## config.mk

```make
export PLATFORM = sky130hd
export DESIGN_NAME = hwpe_vfpu_job_ctrl
export DESIGN_NICKNAME = d
export VERILOG_FILES = /design/src/rtl/hwpe_vfpu_job_ctrl.sv
export SDC_FILE = /design/constraint.sdc
export NUM_CORES = 1
export LEC_CHECK = 0
export CORE_ASPECT_RATIO = 0.7
export CORE_MARGIN = 5
export CORE_UTILIZATION = 40
export DETAILED_ROUTE_END_ITERATION = 10
export DONT_BUFFER_PORTS = 1
export GPL_TIMING_DRIVEN = 0
export SLEW_MARGIN = 10
export SYNTH_ARGS = -nofsm -noshare
export SYNTH_HDL_FRONTEND = slang
export SYNTH_SLANG_ARGS = --single-unit
```

## constraint.sdc

```tcl
create_clock -name clk_i -period 7.2 [get_ports clk_i]
set_clock_uncertainty 0.05 [all_clocks]
set_input_delay 1.8 -clock clk_i [delete_from_list [all_inputs] [get_ports clk_i]]
set_output_delay 1.8 -clock clk_i [all_outputs]
set_load 0.05 [all_outputs]
```

## src/rtl/hwpe_vfpu_job_ctrl.sv

```systemverilog
// Job sequencer for the vector-FPU HWPE: latches a job, validates it, issues
// the three streamer requests, counts result beats and signals completion.
module hwpe_vfpu_job_ctrl #(
  parameter int ADDR_WIDTH = 32,
  parameter int SIZE_WIDTH = 16,
  parameter int NUM_OPS    = 5
) (
  input  logic                  clk_i,
  input  logic                  rst_i,
  input  logic                  start_i,
  input  logic                  clear_i,
  input  logic [ADDR_WIDTH-1:0] base_addr_a_i,
  input  logic [ADDR_WIDTH-1:0] base_addr_b_i,
  input  logic [ADDR_WIDTH-1:0] base_addr_res_i,
  input  logic [SIZE_WIDTH-1:0] trans_size_i,
  input  logic [2:0]            operation_i,
  input  logic [1:0]            rounding_mode_i,
  output logic                  a_req_valid_o,
  output logic                  b_req_valid_o,
  output logic                  res_req_valid_o,
  input  logic                  a_req_ready_i,
  input  logic                  b_req_ready_i,
  input  logic                  res_req_ready_i,
  output logic [ADDR_WIDTH-1:0] addr_a_o,
  output logic [ADDR_WIDTH-1:0] addr_b_o,
  output logic [ADDR_WIDTH-1:0] addr_res_o,
  output logic [SIZE_WIDTH-1:0] len_o,
  output logic [4:0]            vfpu_ctrl_o,
  input  logic                  res_beat_i,
  input  logic                  sink_done_i,
  output logic                  busy_o,
  output logic                  done_o,
  output logic                  err_o,
  output logic [SIZE_WIDTH-1:0] res_cnt_o
);

  typedef enum logic [2:0] {IDLE, CHECK, REQ, RUN, DRAIN, DONE} state_e;

  localparam logic [3:0] NumOpsL = 4'(NUM_OPS);

  state_e                state_q, state_d;
  logic [ADDR_WIDTH-1:0] addr_a_q, addr_b_q, addr_res_q;
  logic [SIZE_WIDTH-1:0] len_q;
  logic [2:0]            op_q;
  logic [1:0]            rm_q;
  logic                  err_q, err_d;
  logic [SIZE_WIDTH-1:0] cnt_q, cnt_d, cnt_inc;
  logic                  a_acc_q, a_acc_d, b_acc_q, b_acc_d, r_acc_q, r_acc_d;
  logic                  sdone_q, sdone_d;
  logic                  latch_cfg;

  assign cnt_inc = cnt_q + SIZE_WIDTH'(1);

  always_comb begin
    state_d   = state_q;
    err_d     = err_q;
    cnt_d     = cnt_q;
    a_acc_d   = a_acc_q;
    b_acc_d   = b_acc_q;
    r_acc_d   = r_acc_q;
    sdone_d   = sdone_q;
    latch_cfg = 1'b0;

    if (sink_done_i && (state_q == REQ || state_q == RUN || state_q == DRAIN))
      sdone_d = 1'b1;

    case (state_q)
      IDLE: begin
        if (start_i) begin
          latch_cfg = 1'b1;
          cnt_d     = '0;
          a_acc_d   = 1'b0;
          b_acc_d   = 1'b0;
          r_acc_d   = 1'b0;
          sdone_d   = 1'b0;
          state_d   = CHECK;
        end
      end
      CHECK: begin
        if ({1'b0, op_q} >= NumOpsL) begin
          err_d   = 1'b1;
          state_d = DONE;
        end else begin
          err_d   = 1'b0;
          state_d = (len_q == '0) ? DONE : REQ;
        end
      end
      REQ: begin
        a_acc_d = a_acc_q | (a_req_valid_o & a_req_ready_i);
        b_acc_d = b_acc_q | (b_req_valid_o & b_req_ready_i);
        r_acc_d = r_acc_q | (res_req_valid_o & res_req_ready_i);
        if (a_acc_d && b_acc_d && r_acc_d) state_d = RUN;
      end
      RUN: begin
        // Counter saturates at len; reaching it moves on to wait for the sink.
        if (res_beat_i && cnt_q != len_q) begin
          cnt_d = cnt_inc;
          if (cnt_inc == len_q) state_d = DRAIN;
        end
      end
      DRAIN: begin
        if (sdone_q) state_d = DONE;
      end
      DONE:    state_d = IDLE;
      default: state_d = IDLE;
    endcase

    // Soft clear aborts the job but keeps the latched config and error flag.
    if (clear_i) begin
      state_d   = IDLE;
      cnt_d     = '0;
      a_acc_d   = 1'b0;
      b_acc_d   = 1'b0;
      r_acc_d   = 1'b0;
      sdone_d   = 1'b0;
      latch_cfg = 1'b0;
    end
  end

  always_ff @(posedge clk_i or posedge rst_i) begin
    if (rst_i) begin
      state_q <= IDLE;
      err_q   <= 1'b0;
      cnt_q   <= '0;
      a_acc_q <= 1'b0;
      b_acc_q <= 1'b0;
      r_acc_q <= 1'b0;
      sdone_q <= 1'b0;
    end else begin
      state_q <= state_d;
      err_q   <= err_d;
      cnt_q   <= cnt_d;
      a_acc_q <= a_acc_d;
      b_acc_q <= b_acc_d;
      r_acc_q <= r_acc_d;
      sdone_q <= sdone_d;
    end
  end

  always_ff @(posedge clk_i or posedge rst_i) begin
    if (rst_i) begin
      addr_a_q   <= '0;
      addr_b_q   <= '0;
      addr_res_q <= '0;
      len_q      <= '0;
      op_q       <= '0;
      rm_q       <= '0;
    end else if (latch_cfg) begin
      addr_a_q   <= base_addr_a_i;
      addr_b_q   <= base_addr_b_i;
      addr_res_q <= base_addr_res_i;
      len_q      <= trans_size_i;
      op_q       <= operation_i;
      rm_q       <= rounding_mode_i;
    end
  end

  assign a_req_valid_o   = (state_q == REQ) && !a_acc_q;
  assign b_req_valid_o   = (state_q == REQ) && !b_acc_q;
  assign res_req_valid_o = (state_q == REQ) && !r_acc_q;
  assign addr_a_o        = addr_a_q;
  assign addr_b_o        = addr_b_q;
  assign addr_res_o      = addr_res_q;
  assign len_o           = len_q;
  assign vfpu_ctrl_o     = {op_q, rm_q};
  assign busy_o          = (state_q != IDLE);
  assign done_o          = (state_q == DONE);
  assign err_o           = err_q;
  assign res_cnt_o       = cnt_q;

endmodule

```

Yosys cells after proc, flatten, opt, wreduce, memory -nomap -nowiden
Index checks and enable logic that the tools add are counted.

cells by class
  add/sub/neg operators = 1
  order comparisons = 1
  eq/ne operators = 12
  mux-type cells = 28
  bitwise logic cells = 6
  reduce and logical (&&, ||, !) cells = 20

operators by type and width
  operator               number
  $mux 16                3
  $pmux 16 s2            1
  $mux 3                 8
  $add 16x1->16 const B  1
  $eq 16x16->1           1
  $logic_not 16->1       1
  $ne 16x16->1           1
  $pmux 3 s5             1
  $mux 1                 12
  $ne 3x2->1 const B     3
  $reduce_bool 3->1      3
  $logic_and 1x1->1      7
  $eq 3x2->1 const B     2
  $eq 3x3->1 const B     2
  $ne 3x3->1 const B     2
  $pmux 1 s2             3
  $reduce_and 5->1       1
  $and 1x1->1            3
  $eq 3x1->1 const B     1
  $ge 3x3->1 const B     1
  $logic_not 1->1        3
  $logic_not 3->1        1
  $or 1x1->1             3
  $reduce_and 3->1       1
  other kinds (2)        3

storage, ports and cells
  bits in registers = 141
  bits of input ports = 126
  output and inout bits = 139
  logic and storage cells = 81

Logic depth before layout (Yosys ltp)
  depth in word-level cells = 9
  gate-level depth with buffers = 10
  gate-level depth less buffers = 8

Worst setup path after synthesis
Ideal clock, no wire load.

  path kind = in2reg
  from = input clear_i
  to = register addr_a_q[29], in the netlist addr_a_o[29]
  arrival = 3.210 ns
  data required time = 7.025 ns
  slack = 3.816 ns
  cell stages on the path = 5
  cell sequence = clkbuf_4 > nor2_1 > clkbuf_1 > buf_2 > mux2_2

between the ends
  longest elaborated chain between the ends = 1

RTL lines
  element               line  RTL
  start, declared       11    input logic clear_i,
  $mux 1                109   if (clear_i) begin
  end signal, assigned  149   addr_a_q <= base_addr_a_i;
  end, declared         42    logic [ADDR_WIDTH-1:0] addr_a_q, addr_b_q, addr_res_q;

Every way passes these cells.
A chain may end at the register's enable or synchronous reset.

Worst setup path after layout
  from = register state_q[2]
  to = output res_req_valid_o

between the ends
  longest elaborated chain between the ends = 2

RTL lines
  element                 line  RTL
  start, declared         41    state_e state_q, state_d;
  start signal, assigned  130   state_q <= state_d;
  $eq 3x2->1              160   assign res_req_valid_o = (state_q == REQ) && !r_acc_q;
  $logic_and 1x1->1       160
  end, declared           20    output logic res_req_valid_o,

Every way passes these cells.

==> reports/metrics.cfg <==
[run_status]
status=complete, no violations

[clock_tree]
cts_setup_buffers=0
cts-resized-gates=0
cts_root_buf=clkbuf_16
clock_path_buffers=2
cts_tree=built
cts_made_buffers=17
path_clk_slew_ns=0.06
clk_latency_ns=0.42
cts_sinks=141
htree_levels=4
holdBufCountCts=0

[yosys]
synth_area_sq_um=6330
synth_top_cell_by_area=dfrtp_1
syn-num-nets=624
syn_inst=497
ys_warn_count=0
synth_edf_count=0
async_flop_share=1.00
synth_seq_cells=141
yosysSeqAreaShare=0.558
synth_area_leaders=dfrtp_1, mux2_2, xnor2_1
synth_area_per_cell_sq_um=12.7
synth_flop_cell=dfrtp_1
netlist-cell-type-count=54
yosys.area.top_type_share=0.558

[timing]
tightest_slew_ns=1.08
finalCriticalPeriod_ns=3.92
holdWs_ns=0.507
fmax_mhz=255
fin_setup_tns_ns=0
rsz0062_at_grt=no
hold_viol=0
timing.final.crit_share=0.544
setup_viol=0
max_slew_margin=0.279
slew_viol_final=0

[layout]
fin_util=0.463
n_antenna_cell=0
syn2layout_area_growth_pct=13.5
final_common_cell=dfrtp_1
drive_gt1_frac=0.338
final_cell_mix=dfrtp_1, mux2_2, nand2_1
layout.nets=644

[global_routing]
overflow=0
antenna_found_initial=1
grt_max_degree=90
grt_usage=0.188
grt_pass1_wl_um=26300
gr-usage-met2=0.308
use_met1=0.220
grtUsageMet3=0.0881
gr-max-usage-layer=met2
grt_pass1_vias=4349

[die]
die_area_sq_um=18500
pin_count=265
die_w_um=160
chipHeight_um=115
start_util=0.408
rows=38
core-area_sq_um=15500

[drt]
drtIter0Drc=211
remaining_drc_errors=0
wl_per_cell_um=23.7
drtAntennaViolNets=0
vias_per_cell=5.61
drt_wl_total_um=17300
drt_first_pass_iters=4
vias=4092

[worst_setup_path]
endpoint_kind=output pin
start_kind=register
critPathKind=register to output pin
required_ns=5.35
crit_arrival_ns=2.07
worstPathMaxFanout=10

[worst_hold_path]
hold_class=register to register

[place]
io_buffers=0
place.gp.congestion=0.862
dpl.hpwl_um=13300

[job]
cap_violations=0

[critical path: stages, from the launching register on]
cell and delay (ns):
dfrtp_1 0.39, buf_6 0.14, nor2_1 0.26, nand2_1 0.14, nor2_1 0.72
[logic make-up after synthesis]
kind of cell,Yosys count,share of synthesized area
xor gates and xnor gates,23,0.0330
DFF,141,0.558
adders and majority gates,1,0.00198
muxes,119,0.212
AOI/OAI and AO/OA,70,0.0722
buffers and inverters,37,0.0326
and+or+nand+nor,106,0.0911
[registers in the layout, indices dropped and copies added (netlist names)]
signal,count
a_acc_q,1
err_o,1
b_acc_q,1
r_acc_q,1
rm_q,2
addr_b_o,32
state_q,3
res_cnt_o,16
len_o,16
addr_a_o,32
sdone_q,1
addr_res_o,32
op_q,3
[layer usage]
metal | vias up | part of all wire
met5 | - | 0.00075
met4 | 2 | 0.011
met3 | 20 | 0.095
met2 | 174 | 0.51
met1 | 2052 | 0.38
li1 | 1844 | -
[final cells by class]
class / instances / area, sq um
plain buffers: 29 / 176
clock inverters: 14 / 141
clock buffers: 18 / 429
repair buffers: 1 / 27.5
well taps: 200 / 250
fillers: 1400 / 8320
multi-input cells: 319 / 2590
flip-flops and latches: 141 / 3530
inverters: 8 / 35.0
[cell usage after synthesis (3+ instances only)]
library cell	number
xnor2_1	11
clkbuf_1	13
or4_1	4
a21o_1	3
nor4_1	7
nand2b_1	4
nor3_1	6
nand2_1	21
nor2b_1	4
o21ai_0	15
a21oi_1	19
mux2_2	118
a22oi_1	3
dfrtp_1	141
nor2_1	19
o22ai_1	3
nand3_1	13
buf_4	3
or3_1	6
o31ai_1	6
xor2_1	11
inv_1	8
buf_2	6
o21a_1	3
nor3b_1	5
nand4_1	3
buf_6	6
[through the flow]
| step | instance area [sq um] | std cells | setup slack [ns] |
|---|---|---|---|
| global placement | 6580 | 697 | 0.351 |
| detailed placement | 6610 | 698 | 2.88 |
| global route | 7180 | 730 | 3.18 |
| finish | 7180 | 730 | 3.28 |
| floorplan | 6330 | 497 | 1.57 |
| CTS | 7180 | 730 | 3.25 |
[path summary, 6_finish.rpt]
check                                         startpoint                       end  slack (ns)  cells after the start
worst max-delay path              state_q[2]$_DFFE_PP0P_           res_req_valid_o        3.28                      4
worst min-delay path                   sdone_q$_DFF_PP0_         sdone_q$_DFF_PP0_        0.51                      2
worst max register to register  res_cnt_o[1]$_DFFE_PP0P_    state_q[0]$_DFFE_PP0P_        3.91                      9
worst min register to register         sdone_q$_DFF_PP0_         sdone_q$_DFF_PP0_        0.51                      2
max in group asynchronous                          rst_i   addr_b_o[4]$_DFFE_PP0P_        5.08                      2
min in group asynchronous                          rst_i  addr_a_o[12]$_DFFE_PP0P_        1.21                      1
Power is not shown: default switching activity piles up to over one toggle a cycle in this logic, so the estimate is an artifact.
